$ cat config.mk
export PLATFORM = sky130hd
export DESIGN_NAME = mouse_master_sm_flat
export DESIGN_NICKNAME = d
export VERILOG_FILES = /design/src/rtl/mouse_master_sm_pkg.sv /design/src/rtl/mouse_master_sm_if.sv /design/src/rtl/mouse_master_sm_resp_timer.sv /design/src/rtl/mouse_master_sm.sv /design/src/flat_wrapper.sv
export SDC_FILE = /design/constraint.sdc
export NUM_CORES = 1
export LEC_CHECK = 0
export ABC_CLOCK_PERIOD_IN_PS = 4280
export CORE_ASPECT_RATIO = 1.2
export CORE_MARGIN = 1
export CORE_UTILIZATION = 35
export DETAILED_ROUTE_END_ITERATION = 7
export GPL_ROUTABILITY_DRIVEN = 0
export PLACE_DENSITY = 0.55
export SYNTH_ARGS = -nofsm -noshare
export SYNTH_HDL_FRONTEND = slang
export SYNTH_HIERARCHICAL = 1
export SYNTH_SLANG_ARGS = --single-unit
$ cat constraint.sdc
create_clock -name CLK -period 4.28 [get_ports CLK]
set_clock_uncertainty 0.05 [all_clocks]
set_input_delay 0.642 -clock CLK [delete_from_list [all_inputs] [get_ports CLK]]
set_output_delay 0.642 -clock CLK [all_outputs]
set_load 0.02 [all_outputs]
$ cat src/rtl/mouse_master_sm_pkg.sv
// Purpose: shared state encodings and PS/2 command/response constants for the
//          mouse bring-up and streaming controller.
// Contents: state_e (debug-visible encodings 0-12), command bytes, expected
//           response bytes, and a helper that marks the receive-enabled states.
package mouse_pkg;

   typedef enum logic [3:0] {
      ST_IDLE          = 4'd0,
      ST_SEND_RST      = 4'd1,
      ST_WAIT_TX_RST   = 4'd2,
      ST_WAIT_ACK_RST  = 4'd3,
      ST_WAIT_SELFTEST = 4'd4,
      ST_WAIT_ID       = 4'd5,
      ST_SEND_EN       = 4'd6,
      ST_WAIT_TX_EN    = 4'd7,
      ST_WAIT_ACK_EN   = 4'd8,
      ST_WAIT_B1       = 4'd9,
      ST_WAIT_B2       = 4'd10,
      ST_WAIT_B3       = 4'd11,
      ST_PUBLISH       = 4'd12
   } state_e;

   localparam logic [7:0] CMD_RESET       = 8'hFF;
   localparam logic [7:0] CMD_ENABLE      = 8'hF4;
   localparam logic [7:0] RSP_ACK         = 8'hFA;
   localparam logic [7:0] RSP_SELFTEST_OK = 8'hAA;
   localparam logic [7:0] RSP_ID          = 8'h00;

   // Bit of packet byte 1 that is always set; used to find packet alignment.
   localparam int unsigned STATUS_SYNC_BIT = 3;

   // States in which the receiver may detect start bits.
   function automatic logic is_rx_state(input state_e s);
      return s inside {ST_WAIT_ACK_RST, ST_WAIT_SELFTEST, ST_WAIT_ID,
                       ST_WAIT_ACK_EN, ST_WAIT_B1, ST_WAIT_B2, ST_WAIT_B3};
   endfunction

endpackage

$ cat src/rtl/mouse_master_sm_if.sv
// Purpose: transmitter/receiver handshake bundle between the mouse controller
//          and the PS/2 line interfaces.
// Signals: SEND_BYTE/BYTE_TO_SEND/BYTE_SENT (host-to-mouse transmitter),
//          READ_ENABLE/BYTE_READ/BYTE_ERROR_CODE/BYTE_READY (mouse receiver).
// Modports: master = controller side, slave = transmitter/receiver side.
interface mouse_master_sm_if;

   logic       SEND_BYTE;
   logic [7:0] BYTE_TO_SEND;
   logic       BYTE_SENT;
   logic       READ_ENABLE;
   logic [7:0] BYTE_READ;
   logic [1:0] BYTE_ERROR_CODE;
   logic       BYTE_READY;

   modport master (
      output SEND_BYTE, BYTE_TO_SEND, READ_ENABLE,
      input  BYTE_SENT, BYTE_READ, BYTE_ERROR_CODE, BYTE_READY
   );

   modport slave (
      input  SEND_BYTE, BYTE_TO_SEND, READ_ENABLE,
      output BYTE_SENT, BYTE_READ, BYTE_ERROR_CODE, BYTE_READY
   );

endinterface

$ cat src/rtl/mouse_master_sm_resp_timer.sv
// Purpose: clear/enable cycle counter with a terminal-count compare against a
//          runtime-selected limit.
// Ports: CLK, RESET (sync, active high), clr (zero the count), en (count and
//        allow terminal count), limit (terminal value), tc_c (count >= limit).
module mouse_resp_timer #(
   parameter int unsigned W = 26
) (
   input  logic         CLK,
   input  logic         RESET,
   input  logic         clr,
   input  logic         en,
   input  logic [W-1:0] limit,
   output logic         tc_c
);

   logic [W-1:0] cnt_q;

   // Saturating count so long idle periods never wrap back below the limit.
   always_ff @(posedge CLK) begin
      if (RESET) begin
         cnt_q <= '0;
      end else if (clr) begin
         cnt_q <= '0;
      end else if (en && (cnt_q != {W{1'b1}})) begin
         cnt_q <= cnt_q + W'(1);
      end
   end

   assign tc_c = en && (cnt_q >= limit);

endmodule

$ cat src/rtl/mouse_master_sm.sv
// Purpose: PS/2 mouse bring-up (reset, self-test, ID, enable reporting) and
//          3-byte movement packet streaming controller.
// Ports: CLK, RESET (sync, active high), bus (mouse_master_sm_if.master:
//        transmitter and receiver handshakes), MOUSE_STATUS/MOUSE_DX/MOUSE_DY
//        (last packet), SEND_INTERRUPT (one-cycle new-packet pulse),
//        MASTER_STATE (state encoding, debug).
// Option: MOUSE_PKT_ERR_CNT_EN adds PKT_ERR_CNT, a saturating count of
//         discarded packets.
module mouse_master_sm
   import mouse_pkg::*;
#(
   parameter int unsigned RESP_TIMEOUT = 50000000,
   parameter int unsigned PKT_TIMEOUT  = 100000
) (
   input  logic       CLK,
   input  logic       RESET,
   mouse_master_sm_if.master bus,
   output logic [7:0] MOUSE_STATUS,
   output logic [7:0] MOUSE_DX,
   output logic [7:0] MOUSE_DY,
   output logic       SEND_INTERRUPT,
`ifdef MOUSE_PKT_ERR_CNT_EN
   output logic [7:0] PKT_ERR_CNT,
`endif
   output logic [3:0] MASTER_STATE
);

   localparam int unsigned TMAX = (RESP_TIMEOUT > PKT_TIMEOUT) ? RESP_TIMEOUT : PKT_TIMEOUT;
   localparam int unsigned TW   = $clog2(TMAX + 1);

   state_e     state_q, state_d;
   logic       send_byte_q, read_en_q, intr_q;
   logic [7:0] byte_to_send_q;
   logic [7:0] b1_q, b2_q, b3_q;
   logic [7:0] status_q, dx_q, dy_q;

   logic          rx_c, err_c, tc_c;
   logic          tmr_en_c, pkt_sel_c;
   logic [TW-1:0] limit_c;
   logic          latch_b1_c, latch_b2_c, latch_b3_c, discard_c;

   // Bytes only count while the receiver is actually enabled.
   assign rx_c  = bus.BYTE_READY && read_en_q;
   assign err_c = |bus.BYTE_ERROR_CODE;

   assign limit_c = pkt_sel_c ? TW'(PKT_TIMEOUT) : TW'(RESP_TIMEOUT);

   mouse_resp_timer #(.W(TW)) u_timer (
      .CLK   (CLK),
      .RESET (RESET),
      .clr   (state_d != state_q),
      .en    (tmr_en_c),
      .limit (limit_c),
      .tc_c  (tc_c)
   );

   // State register.
   always_ff @(posedge CLK) begin
      if (RESET) state_q <= ST_IDLE;
      else       state_q <= state_d;
   end

   // Next state; a received byte is tested before the timeout so it wins a tie.
   always_comb begin
      state_d    = state_q;
      latch_b1_c = 1'b0;
      latch_b2_c = 1'b0;
      latch_b3_c = 1'b0;
      discard_c  = 1'b0;
      pkt_sel_c  = state_q inside {ST_WAIT_B2, ST_WAIT_B3};
      tmr_en_c   = state_q inside {ST_WAIT_TX_RST, ST_WAIT_ACK_RST, ST_WAIT_SELFTEST,
                                   ST_WAIT_ID, ST_WAIT_TX_EN, ST_WAIT_ACK_EN,
                                   ST_WAIT_B2, ST_WAIT_B3};
      case (state_q)
         ST_IDLE:     state_d = ST_SEND_RST;
         ST_SEND_RST: state_d = ST_WAIT_TX_RST;
         ST_WAIT_TX_RST: begin
            if (bus.BYTE_SENT) state_d = ST_WAIT_ACK_RST;
            else if (tc_c)     state_d = ST_IDLE;
         end
         ST_WAIT_ACK_RST: begin
            if (rx_c)      state_d = (!err_c && bus.BYTE_READ == RSP_ACK) ? ST_WAIT_SELFTEST : ST_IDLE;
            else if (tc_c) state_d = ST_IDLE;
         end
         ST_WAIT_SELFTEST: begin
            if (rx_c)      state_d = (!err_c && bus.BYTE_READ == RSP_SELFTEST_OK) ? ST_WAIT_ID : ST_IDLE;
            else if (tc_c) state_d = ST_IDLE;
         end
         ST_WAIT_ID: begin
            if (rx_c)      state_d = (!err_c && bus.BYTE_READ == RSP_ID) ? ST_SEND_EN : ST_IDLE;
            else if (tc_c) state_d = ST_IDLE;
         end
         ST_SEND_EN: state_d = ST_WAIT_TX_EN;
         ST_WAIT_TX_EN: begin
            if (bus.BYTE_SENT) state_d = ST_WAIT_ACK_EN;
            else if (tc_c)     state_d = ST_IDLE;
         end
         ST_WAIT_ACK_EN: begin
            if (rx_c)      state_d = (!err_c && bus.BYTE_READ == RSP_ACK) ? ST_WAIT_B1 : ST_IDLE;
            else if (tc_c) state_d = ST_IDLE;
         end
         ST_WAIT_B1: begin
            if (rx_c) begin
               if (!err_c && bus.BYTE_READ[STATUS_SYNC_BIT]) begin
                  latch_b1_c = 1'b1;
                  state_d    = ST_WAIT_B2;
               end else begin
                  discard_c = 1'b1;
               end
            end
         end
         ST_WAIT_B2: begin
            if (rx_c) begin
               if (err_c) begin
                  discard_c = 1'b1;
                  state_d   = ST_WAIT_B1;
               end else begin
                  latch_b2_c = 1'b1;
                  state_d    = ST_WAIT_B3;
               end
            end else if (tc_c) begin
               discard_c = 1'b1;
               state_d   = ST_WAIT_B1;
            end
         end
         ST_WAIT_B3: begin
            if (rx_c) begin
               if (err_c) begin
                  discard_c = 1'b1;
                  state_d   = ST_WAIT_B1;
               end else begin
                  latch_b3_c = 1'b1;
                  state_d    = ST_PUBLISH;
               end
            end else if (tc_c) begin
               discard_c = 1'b1;
               state_d   = ST_WAIT_B1;
            end
         end
         ST_PUBLISH: state_d = ST_WAIT_B1;
         default:    state_d = ST_IDLE;
      endcase
   end

   // Output and datapath registers; pulses follow the state by one cycle.
   always_ff @(posedge CLK) begin
      if (RESET) begin
         send_byte_q    <= 1'b0;
         byte_to_send_q <= 8'h00;
         read_en_q      <= 1'b0;
         intr_q         <= 1'b0;
         b1_q           <= 8'h00;
         b2_q           <= 8'h00;
         b3_q           <= 8'h00;
         status_q       <= 8'h00;
         dx_q           <= 8'h00;
         dy_q           <= 8'h00;
      end else begin
         send_byte_q <= (state_q == ST_SEND_RST) || (state_q == ST_SEND_EN);
         if (state_q == ST_SEND_RST)     byte_to_send_q <= CMD_RESET;
         else if (state_q == ST_SEND_EN) byte_to_send_q <= CMD_ENABLE;
         read_en_q <= is_rx_state(state_d);
         intr_q    <= (state_q == ST_PUBLISH);
         if (latch_b1_c) b1_q <= bus.BYTE_READ;
         if (latch_b2_c) b2_q <= bus.BYTE_READ;
         if (latch_b3_c) b3_q <= bus.BYTE_READ;
         if (state_q == ST_PUBLISH) begin
            status_q <= b1_q;
            dx_q     <= b2_q;
            dy_q     <= b3_q;
         end
      end
   end

`ifdef MOUSE_PKT_ERR_CNT_EN
   logic [7:0] err_cnt_q;

   // Discarded-packet counter, saturating.
   always_ff @(posedge CLK) begin
      if (RESET)                               err_cnt_q <= 8'h00;
      else if (discard_c && err_cnt_q != 8'hFF) err_cnt_q <= err_cnt_q + 8'd1;
   end

   assign PKT_ERR_CNT = err_cnt_q;
`endif

   assign bus.SEND_BYTE    = send_byte_q;
   assign bus.BYTE_TO_SEND = byte_to_send_q;
   assign bus.READ_ENABLE  = read_en_q;
   assign MOUSE_STATUS     = status_q;
   assign MOUSE_DX         = dx_q;
   assign MOUSE_DY         = dy_q;
   assign SEND_INTERRUPT   = intr_q;
   assign MASTER_STATE     = 4'(state_q);

endmodule

$ cat src/flat_wrapper.sv
// flat-port wrapper written by rule: the top's interface ports become plain ports
module mouse_master_sm_flat import mouse_pkg::*;
#(
   parameter int unsigned RESP_TIMEOUT = 50000000,
   parameter int unsigned PKT_TIMEOUT  = 100000
)
  (CLK, RESET, MOUSE_STATUS, MOUSE_DX, MOUSE_DY, SEND_INTERRUPT, MASTER_STATE, bus_SEND_BYTE, bus_BYTE_TO_SEND, bus_READ_ENABLE, bus_BYTE_SENT, bus_BYTE_READ, bus_BYTE_ERROR_CODE, bus_BYTE_READY);
  mouse_master_sm_if bus_i ();
  input  logic CLK;
  input  logic RESET;
  output logic [7:0] MOUSE_STATUS;
  output logic [7:0] MOUSE_DX;
  output logic [7:0] MOUSE_DY;
  output logic SEND_INTERRUPT;
  output logic [3:0] MASTER_STATE;
  output wire logic [$bits(bus_i.SEND_BYTE)-1:0] bus_SEND_BYTE;
  output wire logic [$bits(bus_i.BYTE_TO_SEND)-1:0] bus_BYTE_TO_SEND;
  output wire logic [$bits(bus_i.READ_ENABLE)-1:0] bus_READ_ENABLE;
  input wire logic [$bits(bus_i.BYTE_SENT)-1:0] bus_BYTE_SENT;
  input wire logic [$bits(bus_i.BYTE_READ)-1:0] bus_BYTE_READ;
  input wire logic [$bits(bus_i.BYTE_ERROR_CODE)-1:0] bus_BYTE_ERROR_CODE;
  input wire logic [$bits(bus_i.BYTE_READY)-1:0] bus_BYTE_READY;
  assign bus_SEND_BYTE = bus_i.SEND_BYTE;
  assign bus_BYTE_TO_SEND = bus_i.BYTE_TO_SEND;
  assign bus_READ_ENABLE = bus_i.READ_ENABLE;
  assign bus_i.BYTE_SENT = bus_BYTE_SENT;
  assign bus_i.BYTE_READ = bus_BYTE_READ;
  assign bus_i.BYTE_ERROR_CODE = bus_BYTE_ERROR_CODE;
  assign bus_i.BYTE_READY = bus_BYTE_READY;
  mouse_master_sm #(.RESP_TIMEOUT(RESP_TIMEOUT), .PKT_TIMEOUT(PKT_TIMEOUT)) u_core (.CLK(CLK), .RESET(RESET), .bus(bus_i), .MOUSE_STATUS(MOUSE_STATUS), .MOUSE_DX(MOUSE_DX), .MOUSE_DY(MOUSE_DY), .SEND_INTERRUPT(SEND_INTERRUPT), .MASTER_STATE(MASTER_STATE));
endmodule
==> flow_summary.json <==
{
  "cp_slowest_cell": "or3b_2",
  "grt_max_degree": 61,
  "coreArea_um2": 12700,
  "cp_cell_sequence": "nor2b_1, nand2_1, buf_4, inv_1, ha_1, a21o_1, a21oi_1, nor2b_1, o31ai_1, o211ai_1, buf_4, or3b_2, a31oi_1, a31oi_1, o211ai_1, nand4_1, or2_4, buf_4, a21oi_1",
  "cellInternalPower_w": 0.00139,
  "period_share": 0.909,
  "dieHeight_um": 127,
  "syn_inst": 565,
  "drt_wl_total_um": 11900,
  "die_w_um": 106,
  "antenna_found_initial": 0,
  "synth_seq_area_share": 0.365,
  "combPwrFrac": 0.119,
  "finalNetCount": 660,
  "synth.cell_area_um2": 4550,
  "crit_path_frequent_cell": "buf_4",
  "ys_async_sr_fraction": 0,
  "avgRoutedWirePerCell_um": 15.1,
  "synth_area_per_cell_um2": 8.06,
  "synthFlopType": "dfxtp_1",
  "hpwlAfterDp_um": 8550,
  "setup_viol": 0,
  "crit_path_end_kind": "flop",
  "htreeDepth": 3,
  "path_max_fanout": 16,
  "report.final.hold_viol_count": 0,
  "ys_ff_latch": 83,
  "yosys.area.top_type": "dfxtp_1",
  "period_minus_slack_ns": 3.89,
  "min_from": "u_core/b1_q[4]$_SDFFE_PP0P_",
  "cts_buffers": 9,
  "fin_util": 0.441,
  "grt_setup_unrepaired": "false",
  "critPathRequiredTime_ns": 4.50,
  "synth_warnings": 6,
  "grt_pass1_wl_um": 20100,
  "cts-root-buf": "clkbuf_16",
  "clockBufferDepth": 2,
  "tightest_slew_ns": 1.02,
  "p_seq_frac": 0.420,
  "slowest_delay_ns": 0.46,
  "ant_nets": 0,
  "dieArea_um2": 13500,
  "yosys-top-cells-area": "dfxtp_1, ha_1, nand2_1",
  "drt_first_iter_violations": 227,
  "io_pins": 53,
  "grtUsageTotal": 0.187,
  "vias": 4192,
  "worstHoldPathType": "reg -> reg",
  "vdd_drop_max_v": 0.000165,
  "clk_pin_slew_ns": 0.07,
  "max_freq_mhz": 257,
  "power.switching_w": 0.000488,
  "drc": 0,
  "yosysTopAreaCellShare": 0.365,
  "portBuffers": 52,
  "p_per_area_nw_per_um2": 337,
  "cts_sinks": 83,
  "whs_ns": 0.399,
  "drt-vias-per-instance": 5.32,
  "area_growth_pct": 22.8,
  "leakagePower_nw": 2.14,
  "critPathLaunchType": "flop",
  "synth_commonest_cells": "dfxtp_1, nand2_1, a21oi_1, nor2_1, inv_1",
  "setup_tns_ns": 0,
  "num_rows": 45,
  "placed_area_um2": 5250,
  "synth_cell_types": 61,
  "yosysMostFrequentCell": "dfxtp_1",
  "worstSkewPairLatency_ns": 0.34,
  "post_cts_buffers": 0,
  "cts_tree": "done",
  "synth-edff-count": 0,
  "firstDrtPassIters": 4,
  "clkPwrFrac": 0.461,
  "crit_type": "reg -> reg",
  "r2r_start": "u_core/MASTER_STATE[3]$_SDFF_PP0_",
  "overflow": 0,
  "maxCapViolations": 0,
  "final_area_um2": 5590,
  "status": "finished clean",
  "swShare": 0.260,
  "crit_start": "u_core/MASTER_STATE[3]$_SDFF_PP0_",
  "report.final.slew_viol_count": 0,
  "cp.arrival_ns": 4.12,
  "drive_gt1_frac": 0.0737,
  "start_util": 0.359,
  "diodes": 0,
  "grt_pass1_vias": 4139,
  "max_slew_margin": 0.317
}
-- layout by cell type (no fill, tap or decap), types with 6 or more instances in the layout --
cell type and instances:
nand3_1 16, xor2_1 8, nand4_1 18, nand2b_1 8
nor2_1 58, o211ai_1 6, ha_1 27, buf_4 13
nor4_1 10, o21ai_0 8, dfxtp_1 83, a21oi_1 58
clkbuf_16 9, xnor2_1 13, mux2i_1 17, nand2_1 78
inv_1 33, clkdlybuf4s50_1 51, conb_1 12, and3_1 6
nor3_1 7
-- stage by stage --
stage	instances	total power (W)	worst slack, ns
after floorplan	575	0.000950	0.160
after CTS	788	0.00190	0.190
final	788	0.00188	0.388
after global placement	772	0.00103	0.359
after detailed placement	772	0.00103	0.226
after global routing	788	0.00195	0.0255
-- path summary, 6_finish.rpt --
| kind | slack (ns) | depth (start not counted) | end |
|---|---|---|---|
| worst max-delay path | 0.39 | 19 | u_core/u_timer/cnt_q[23]$_SDFFE_PP0P_ |
| worst min-delay path | 0.40 | 2 | u_core/MOUSE_STATUS[4]$_SDFFE_PP0N_ |
| worst max register to register | 0.39 | 19 | u_core/u_timer/cnt_q[23]$_SDFFE_PP0P_ |
| worst min register to register | 0.40 | 2 | u_core/MOUSE_STATUS[4]$_SDFFE_PP0N_ |
-- power by group through the flow --
| stage | clock network, W | registers (W) | logic (W) |
|---|---|---|---|
| CTS | 0.000893 | 0.000791 | 0.000220 |
| global route | 0.000917 | 0.000792 | 0.000244 |
| global placement | 0 | 0.000808 | 0.000218 |
| detailed placement | 0 | 0.000808 | 0.000219 |
| floorplan | 0 | 0.000815 | 0.000134 |
| finish | 0.000867 | 0.000791 | 0.000224 |
-- state kept, by name, indices dropped and copies added (netlist names) --
register and flops:
u_core/MOUSE_DY 8, u_core/SEND_INTERRUPT 1, u_core/u_timer/cnt_q 26, u_core/b1_q 8, u_core/MOUSE_STATUS 8, u_core/b2_q 8, u_core/bus.READ_ENABLE 1, u_core/bus.BYTE_TO_SEND 2
u_core/MASTER_STATE 4, u_core/MOUSE_DX 8, u_core/bus.SEND_BYTE 1, u_core/b3_q 8
-- logic make-up after synthesis --
kind of cell,after synthesis,synth area share
adder cells (fa/ha/maj),27,0.0742
AO/OA/AOI/OAI,113,0.162
AND/OR/NAND/NOR,236,0.256
multiplexers,17,0.0374
buffers and inverters,66,0.0638
XOR/XNOR,21,0.0404
other,2,0.00165
flip-flops,83,0.365
-- layer usage --
layer  share of wire  wire length, um  vias to the layer above  GRT usage
met5               0                0                        -          0
met4           0.031              372                        0     0.0923
met3           0.045              539                       32     0.0391
met2            0.50             5880                      116      0.321
met1            0.43             5080                     1966      0.219
li1                -                -                     2078          -
-- worst max-delay path: cells and delay by family, from the launching register on --
kind                     cells  cell delay [ns]
flip-flops                   1             0.30
AO/OA/AOI/OAI                8             1.31
buffers and inverters        4             0.63
adder cells (fa/ha/maj)      1             0.30
AND/OR/NAND/NOR              6             1.22
-- final cells by class --
class / count / area (um2)
fill: 1281 / 7080
multi-input combinational: 426 / 2650
sequential: 83 / 1660
timing repair buffer: 65 / 613
clock buffer: 9 / 225
tap: 164 / 205
inverter: 34 / 128
clock inverter: 7 / 105
-- timing repair --
item | in CTS | in global routing
resized for setup | 0 | 3
hold buffers | 0 | 0
setup endpoints to repair | 0 | 18
No activity file was read; power rests on OpenSTA's default activity.
